## config.mk

```make
export PLATFORM = sky130hd
export DESIGN_NAME = wb_arbiter_2m_flat
export DESIGN_NICKNAME = d
export VERILOG_FILES = /design/src/rtl/wb_arbiter_2m_pkg.sv /design/src/rtl/wb_arbiter_2m_if.sv /design/src/rtl/wb_arbiter_2m.sv /design/src/flat_wrapper.sv
export SDC_FILE = /design/constraint.sdc
export NUM_CORES = 1
export LEC_CHECK = 0
export BUFFER_PORTS_ARGS = -buffer_cell sky130_fd_sc_hd__buf_4
export CAP_MARGIN = 20
export CORE_AREA = 2 2 124 126
export DETAILED_ROUTE_END_ITERATION = 7
export DIE_AREA = 0 0 126 128
export HOLD_SLACK_MARGIN = 0.03
export PLACE_DENSITY = 0.47
export SYNTH_ARGS = -nofsm -noshare
export SYNTH_HDL_FRONTEND = slang
export SYNTH_SLANG_ARGS = --single-unit
```

## constraint.sdc

```tcl
create_clock -name clk -period 1.9 [get_ports clk]
set_clock_uncertainty 0.15 [all_clocks]
set_input_delay 0.57 -clock clk [delete_from_list [all_inputs] [get_ports clk]]
set_output_delay 0.57 -clock clk [all_outputs]
set_load 0.005 [all_outputs]
```

## src/rtl/wb_arbiter_2m_pkg.sv

```systemverilog
// rtl/wb_arbiter_2m_pkg.sv - shared owner-state type and default bus widths for the two-master arbiter
package wb_arbiter_2m_pkg;

  typedef enum logic [1:0] {
    IDLE = 2'd0,
    M0   = 2'd1,
    M1   = 2'd2
  } owner_t;

  localparam int DEFAULT_DATA_WIDTH = 32;
  localparam int DEFAULT_ADDR_WIDTH = 32;

endpackage

```

## src/rtl/wb_arbiter_2m_if.sv

```systemverilog
// rtl/wb_arbiter_2m_if.sv - Wishbone classic point-to-point link with master/slave modports
interface wb_arbiter_2m_if
  import wb_arbiter_2m_pkg::*;
#(
  parameter int DATA_WIDTH = DEFAULT_DATA_WIDTH,
  parameter int ADDR_WIDTH = DEFAULT_ADDR_WIDTH
);

  localparam int SEL_WIDTH = DATA_WIDTH / 8;

  logic                  we;
  logic                  stb;
  logic                  cyc;
  logic [SEL_WIDTH-1:0]  sel;
  logic [DATA_WIDTH-1:0] wdat;
  logic [ADDR_WIDTH-1:0] adr;
  logic [DATA_WIDTH-1:0] rdat;
  logic                  ack;
  logic                  intr;

  // wishbone "int" is a keyword, so the interrupt line is named intr
  modport master (
    output we, stb, cyc, sel, wdat, adr,
    input  rdat, ack, intr
  );

  modport slave (
    input  we, stb, cyc, sel, wdat, adr,
    output rdat, ack, intr
  );

endinterface

```

## src/rtl/wb_arbiter_2m.sv

```systemverilog
// rtl/wb_arbiter_2m.sv - two-master Wishbone classic arbiter; master 0 wins ties, grant held for the whole cyc
module wb_arbiter_2m
  import wb_arbiter_2m_pkg::*;
#(
  parameter int DATA_WIDTH = DEFAULT_DATA_WIDTH,
  parameter int ADDR_WIDTH = DEFAULT_ADDR_WIDTH
) (
  input  logic            clk,
  input  logic            rst,
  wb_arbiter_2m_if.slave  m0,
  wb_arbiter_2m_if.slave  m1,
  wb_arbiter_2m_if.master s
);

  localparam logic [DATA_WIDTH-1:0]   DAT_ZERO = '0;
  localparam logic [ADDR_WIDTH-1:0]   ADR_ZERO = '0;
  localparam logic [DATA_WIDTH/8-1:0] SEL_ZERO = '0;

  owner_t state_q;
  owner_t state_d;

  always_ff @(posedge clk or negedge rst) begin
    if (!rst) begin
      state_q <= IDLE;
    end else begin
      state_q <= state_d;
    end
  end

  // On release the other master is granted at the same edge, so no idle gap
  always_comb begin
    state_d = state_q;
    case (state_q)
      IDLE: begin
        if (m0.cyc)      state_d = M0;
        else if (m1.cyc) state_d = M1;
        else             state_d = IDLE;
      end
      M0: begin
        if (m0.cyc)      state_d = M0;
        else if (m1.cyc) state_d = M1;
        else             state_d = IDLE;
      end
      M1: begin
        if (m1.cyc)      state_d = M1;
        else if (m0.cyc) state_d = M0;
        else             state_d = IDLE;
      end
      default: state_d = IDLE;
    endcase
  end

  always_comb begin
    s.we    = 1'b0;
    s.stb   = 1'b0;
    s.cyc   = 1'b0;
    s.sel   = SEL_ZERO;
    s.wdat  = DAT_ZERO;
    s.adr   = ADR_ZERO;
    m0.ack  = 1'b0;
    m0.rdat = DAT_ZERO;
    m1.ack  = 1'b0;
    m1.rdat = DAT_ZERO;
    case (state_q)
      M0: begin
        s.we    = m0.we;
        s.stb   = m0.stb;
        s.cyc   = m0.cyc;
        s.sel   = m0.sel;
        s.wdat  = m0.wdat;
        s.adr   = m0.adr;
        m0.ack  = s.ack;
        m0.rdat = s.rdat;
      end
      M1: begin
        s.we    = m1.we;
        s.stb   = m1.stb;
        s.cyc   = m1.cyc;
        s.sel   = m1.sel;
        s.wdat  = m1.wdat;
        s.adr   = m1.adr;
        m1.ack  = s.ack;
        m1.rdat = s.rdat;
      end
      default: ;
    endcase
  end

  // interrupts bypass arbitration and reset
  assign m0.intr = s.intr;
  assign m1.intr = s.intr;

endmodule

```

## src/flat_wrapper.sv

```systemverilog
// flat-port wrapper written by rule: the top's interface ports become plain ports
module wb_arbiter_2m_flat import wb_arbiter_2m_pkg::*;
#(
  parameter int DATA_WIDTH = DEFAULT_DATA_WIDTH,
  parameter int ADDR_WIDTH = DEFAULT_ADDR_WIDTH
)
  (clk, rst, m0_we, m0_stb, m0_cyc, m0_sel, m0_wdat, m0_adr, m0_rdat, m0_ack, m0_intr, m1_we, m1_stb, m1_cyc, m1_sel, m1_wdat, m1_adr, m1_rdat, m1_ack, m1_intr, s_we, s_stb, s_cyc, s_sel, s_wdat, s_adr, s_rdat, s_ack, s_intr);
  wb_arbiter_2m_if #(.DATA_WIDTH(DATA_WIDTH), .ADDR_WIDTH(ADDR_WIDTH)) m0_i ();
  wb_arbiter_2m_if #(.DATA_WIDTH(DATA_WIDTH), .ADDR_WIDTH(ADDR_WIDTH)) m1_i ();
  wb_arbiter_2m_if #(.DATA_WIDTH(DATA_WIDTH), .ADDR_WIDTH(ADDR_WIDTH)) s_i ();
  input  logic clk;
  input  logic rst;
  input wire logic [$bits(m0_i.we)-1:0] m0_we;
  input wire logic [$bits(m0_i.stb)-1:0] m0_stb;
  input wire logic [$bits(m0_i.cyc)-1:0] m0_cyc;
  input wire logic [$bits(m0_i.sel)-1:0] m0_sel;
  input wire logic [$bits(m0_i.wdat)-1:0] m0_wdat;
  input wire logic [$bits(m0_i.adr)-1:0] m0_adr;
  output wire logic [$bits(m0_i.rdat)-1:0] m0_rdat;
  output wire logic [$bits(m0_i.ack)-1:0] m0_ack;
  output wire logic [$bits(m0_i.intr)-1:0] m0_intr;
  input wire logic [$bits(m1_i.we)-1:0] m1_we;
  input wire logic [$bits(m1_i.stb)-1:0] m1_stb;
  input wire logic [$bits(m1_i.cyc)-1:0] m1_cyc;
  input wire logic [$bits(m1_i.sel)-1:0] m1_sel;
  input wire logic [$bits(m1_i.wdat)-1:0] m1_wdat;
  input wire logic [$bits(m1_i.adr)-1:0] m1_adr;
  output wire logic [$bits(m1_i.rdat)-1:0] m1_rdat;
  output wire logic [$bits(m1_i.ack)-1:0] m1_ack;
  output wire logic [$bits(m1_i.intr)-1:0] m1_intr;
  output wire logic [$bits(s_i.we)-1:0] s_we;
  output wire logic [$bits(s_i.stb)-1:0] s_stb;
  output wire logic [$bits(s_i.cyc)-1:0] s_cyc;
  output wire logic [$bits(s_i.sel)-1:0] s_sel;
  output wire logic [$bits(s_i.wdat)-1:0] s_wdat;
  output wire logic [$bits(s_i.adr)-1:0] s_adr;
  input wire logic [$bits(s_i.rdat)-1:0] s_rdat;
  input wire logic [$bits(s_i.ack)-1:0] s_ack;
  input wire logic [$bits(s_i.intr)-1:0] s_intr;
  assign m0_i.we = m0_we;
  assign m0_i.stb = m0_stb;
  assign m0_i.cyc = m0_cyc;
  assign m0_i.sel = m0_sel;
  assign m0_i.wdat = m0_wdat;
  assign m0_i.adr = m0_adr;
  assign m0_rdat = m0_i.rdat;
  assign m0_ack = m0_i.ack;
  assign m0_intr = m0_i.intr;
  assign m1_i.we = m1_we;
  assign m1_i.stb = m1_stb;
  assign m1_i.cyc = m1_cyc;
  assign m1_i.sel = m1_sel;
  assign m1_i.wdat = m1_wdat;
  assign m1_i.adr = m1_adr;
  assign m1_rdat = m1_i.rdat;
  assign m1_ack = m1_i.ack;
  assign m1_intr = m1_i.intr;
  assign s_we = s_i.we;
  assign s_stb = s_i.stb;
  assign s_cyc = s_i.cyc;
  assign s_sel = s_i.sel;
  assign s_wdat = s_i.wdat;
  assign s_adr = s_i.adr;
  assign s_i.rdat = s_rdat;
  assign s_i.ack = s_ack;
  assign s_i.intr = s_intr;
  wb_arbiter_2m #(.DATA_WIDTH(DATA_WIDTH), .ADDR_WIDTH(ADDR_WIDTH)) u_core (.clk(clk), .rst(rst), .m0(m0_i), .m1(m1_i), .s(s_i));
endmodule
```

==> qor.yml <==
floorplanning:
  io_pins: 317
  rows: 45
  core_area_sq_um: 14860
  die_area_sq_um: 16130
  die_h_um: 128
  initial_utilization_pct: 11.56
  die_x_um: 126
logic_synthesis:
  synthCells: 254
  syn_area_per_cell_sq_um: 6.763
  synth_top_flop_cell: "dfrtp_1"
  synth_area_leader_cell: "a22oi_1"
  synthTopCellsByCount: "nor2b_1 (72), a22oi_1 (71), and2_1 (66)"
  async_flop_share_pct: 100.0
  yosysWarnings: 0
  synth_top_area_share_pct: 31.03
  yosys.cell_types.count: 13
  synth-seq-cells: 2
  synth_edf_count: 0
  synth.cell_area_sq_um: 1718
  ys_seq_area_share_pct: 2.913
  ys_top_cells_by_area: "a22oi_1 (31%), nor2b_1 (26%), and2_1 (24%)"
  syn-num-nets: 437
  yosysMostFrequentCell: "nor2b_1"
detailed_routing:
  dr_total_vias: 3088
  drt_iter0_drc: 38
  wl_per_cell_um: 15.42
  detail-route-antenna-nets: 0
  dr.pass1.iters: 4
  drc: 0
  vias_per_cell: 4.112
  wl_um: 11580
final_layout:
  largest-register: "u_core.state_q"
  fill_cells: 1545
  finish.net_count: 748
  drive_above_1_share_pct: 69.27
  fin_util_pct: 32.79
  syn_to_final_growth_pct: 183.7
  largestRegisters: "u_core.state_q x2"
  largest_reg_flops: 2
  n_antenna_cell: 0
placed_design:
  place_hpwl_um: 8280
  gp_congestion: 0.8108
  place_ws_ns: -0.2009
  numPortBuffers: 313
cts:
  root_buffer: "clkbuf_16"
  clockBufferDepth: 2
  cts.clk_slew.worst_paths_ns: 0.03
  cts.sinks: 2
  h-tree-depth: 1
  cts_tree: "done"
  cts_made_buffers: 3
  clkLatencyLatePin_ns: 0.22
worst_setup_path:
  cp.arrival_ns: 1.59
  worst-path-max-fanout: 18
  max_stage_delay_ns: 0.39
  critPathCapture: "m0_rdat[17]"
  cpLargestDelayFamily: "buffers and inverters"
  worst-path-stages: 6
  crit_path_end_kind: "output port"
  reg2reg_to: "u_core.state_q[0]"
  rr_worst_depth: 5
  reg2reg_setup_slack_ns: 0.15
  crit_slowest_cell: "dfrtp_1"
  cp_common_cell: "buf_4"
  crit_start: "u_core.state_q[0]"
  critical_path_class: "reg2out"
  crit_chain: "buf_4, ha_4, buf_4, clkbuf_16, and2_1, buf_4"
  cp_data_required_time_ns: 1.18
  reg2reg_from: "u_core.state_q[0]"
  cp-start-kind: "flip-flop"
  worst-path-buf-inv: 4
sta:
  rsz0062_at_grt: "yes"
  slew_violations: 0
  setup_viol: 137
  period_needed_ns: 2.313
  hold_viol_final: 0
  fin_ws_ns: -0.4128
  period_share_pct: 121.7
  fmax_mhz: 432.4
  relSlewSlack_pct: 87.12
  worst_pin_slew_ns: 0.1933
grt:
  grt_first_pass_wirelength_um: 15450
  grt-ovfl-total: 0
  antenna_found_initial: 0
  grt.total_usage_pct: 11.73
  grt_pass1_vias: 3010
  grt_max_degree: 38
power_and_ir_drop:
  ir_worst_vdd_mv: 0.2819
  leakage_nw: 2.344
  power.density_nw_per_um2: 599.1
outcome:
  status: "finished with violations"
  violations: "setup timing"
worst_hold_path:
  min_path_type: "in2reg"
  hold_start: "m1_cyc"
job:
  drv_cap: 0
[worst min-delay path by stage]
stage                              to  slack (ns)  cells past startpoint
global placement    u_core.state_q[1]        0.20                      1
floorplan           u_core.state_q[0]        0.12                      0
global route        u_core.state_q[1]        0.47                      2
CTS                 u_core.state_q[1]        0.45                      2
detailed placement  u_core.state_q[0]        0.20                      1
finish              u_core.state_q[1]        0.45                      2
[worst reg2reg max path, cell delays in order, from the launching register on]
cell and delay (ns):
dfrtp_1 0.39, buf_4 0.16, ha_4 0.21, buf_4 0.16, clkbuf_16 0.17, o311a_1 0.37
[layout by cell type (no fill, tap or decap)]
cell type / synthesis / final
ha_1: 5 / 1
nor2b_1: 72 / 68
buf_4: 2 / 320
inv_1: 3 / 1
ha_4: 0 / 3
o311a_1: 1 / 1
a22oi_1: 71 / 32
clkbuf_16: 0 / 7
and2_1: 66 / 65
buf_16: 0 / 2
dfrtp_1: 2 / 2
o211a_1: 1 / 1
o21ba_1: 1 / 1
inv_2: 0 / 2
and2_4: 0 / 1
buf_12: 0 / 8
nor2b_2: 0 / 4
dlygate4sd3_1: 0 / 1
ha_2: 0 / 1
buf_6: 3 / 2
a22oi_2: 0 / 39
buf_8: 0 / 1
[power breakdown]
group	internal [mW]	switching [mW]
sequential	0.0509	0.00774
combinational	1.51	1.04
clock	0.268	0.0462
[metrics by stage]
stage	setup TNS, ns	total power, mW	hold slack (ns)	cell area, sq um	instances
global placement	-8.767	2.121	0.2034	4323	736
CTS	-39.45	2.786	0.4490	4633	746
floorplan	-0.001896	1.004	0.1244	1718	254
detailed placement	-10.36	2.132	0.2031	4323	736
finish	-43.39	2.920	0.4514	4873	751
global route	-50.62	3.128	0.4659	4873	751
[routing by layer]
layer	routed length (um)	share of wire [%]	vias up	GRT usage, %
li1	-	-	1500	-
met1	4193	36	1408	12.63
met2	6287	54	174	22.77
met3	1003	8.7	6	3.589
met4	95	0.82	0	1.939
met5	0	0	-	0
[logic make-up after synthesis]
kind of cell / after synthesis / share of synthesized area [%]
buffers and inverters: 35 / 10.42
AOI/OAI and AO/OA: 74 / 32.77
adders and majority gates: 5 / 3.642
and+or+nand+nor: 138 / 50.26
DFF: 2 / 2.913
[final cells by class]
type	count	area, sq um	share of cell area [%]
Inverter	3	11.26	0.2311
Clock buffer	3	75.07	1.540
Sequential cell	2	50.05	1.027
Timing Repair Buffer	338	2765	56.74
Tap cell	188	235.2	4.827
Multi-Input combinational cell	217	1737	35.64
[timing repair]
item                                   CTS  global route
setup buffers                            3             2
gates resized for setup                 23            34
setup endpoints to repair              137           137
endpoints found under the hold margin    2             0
gates cloned                             3             4
hold buffers                             1             0
pin swaps                                1             2
No activity file was read; power rests on OpenSTA's default activity.
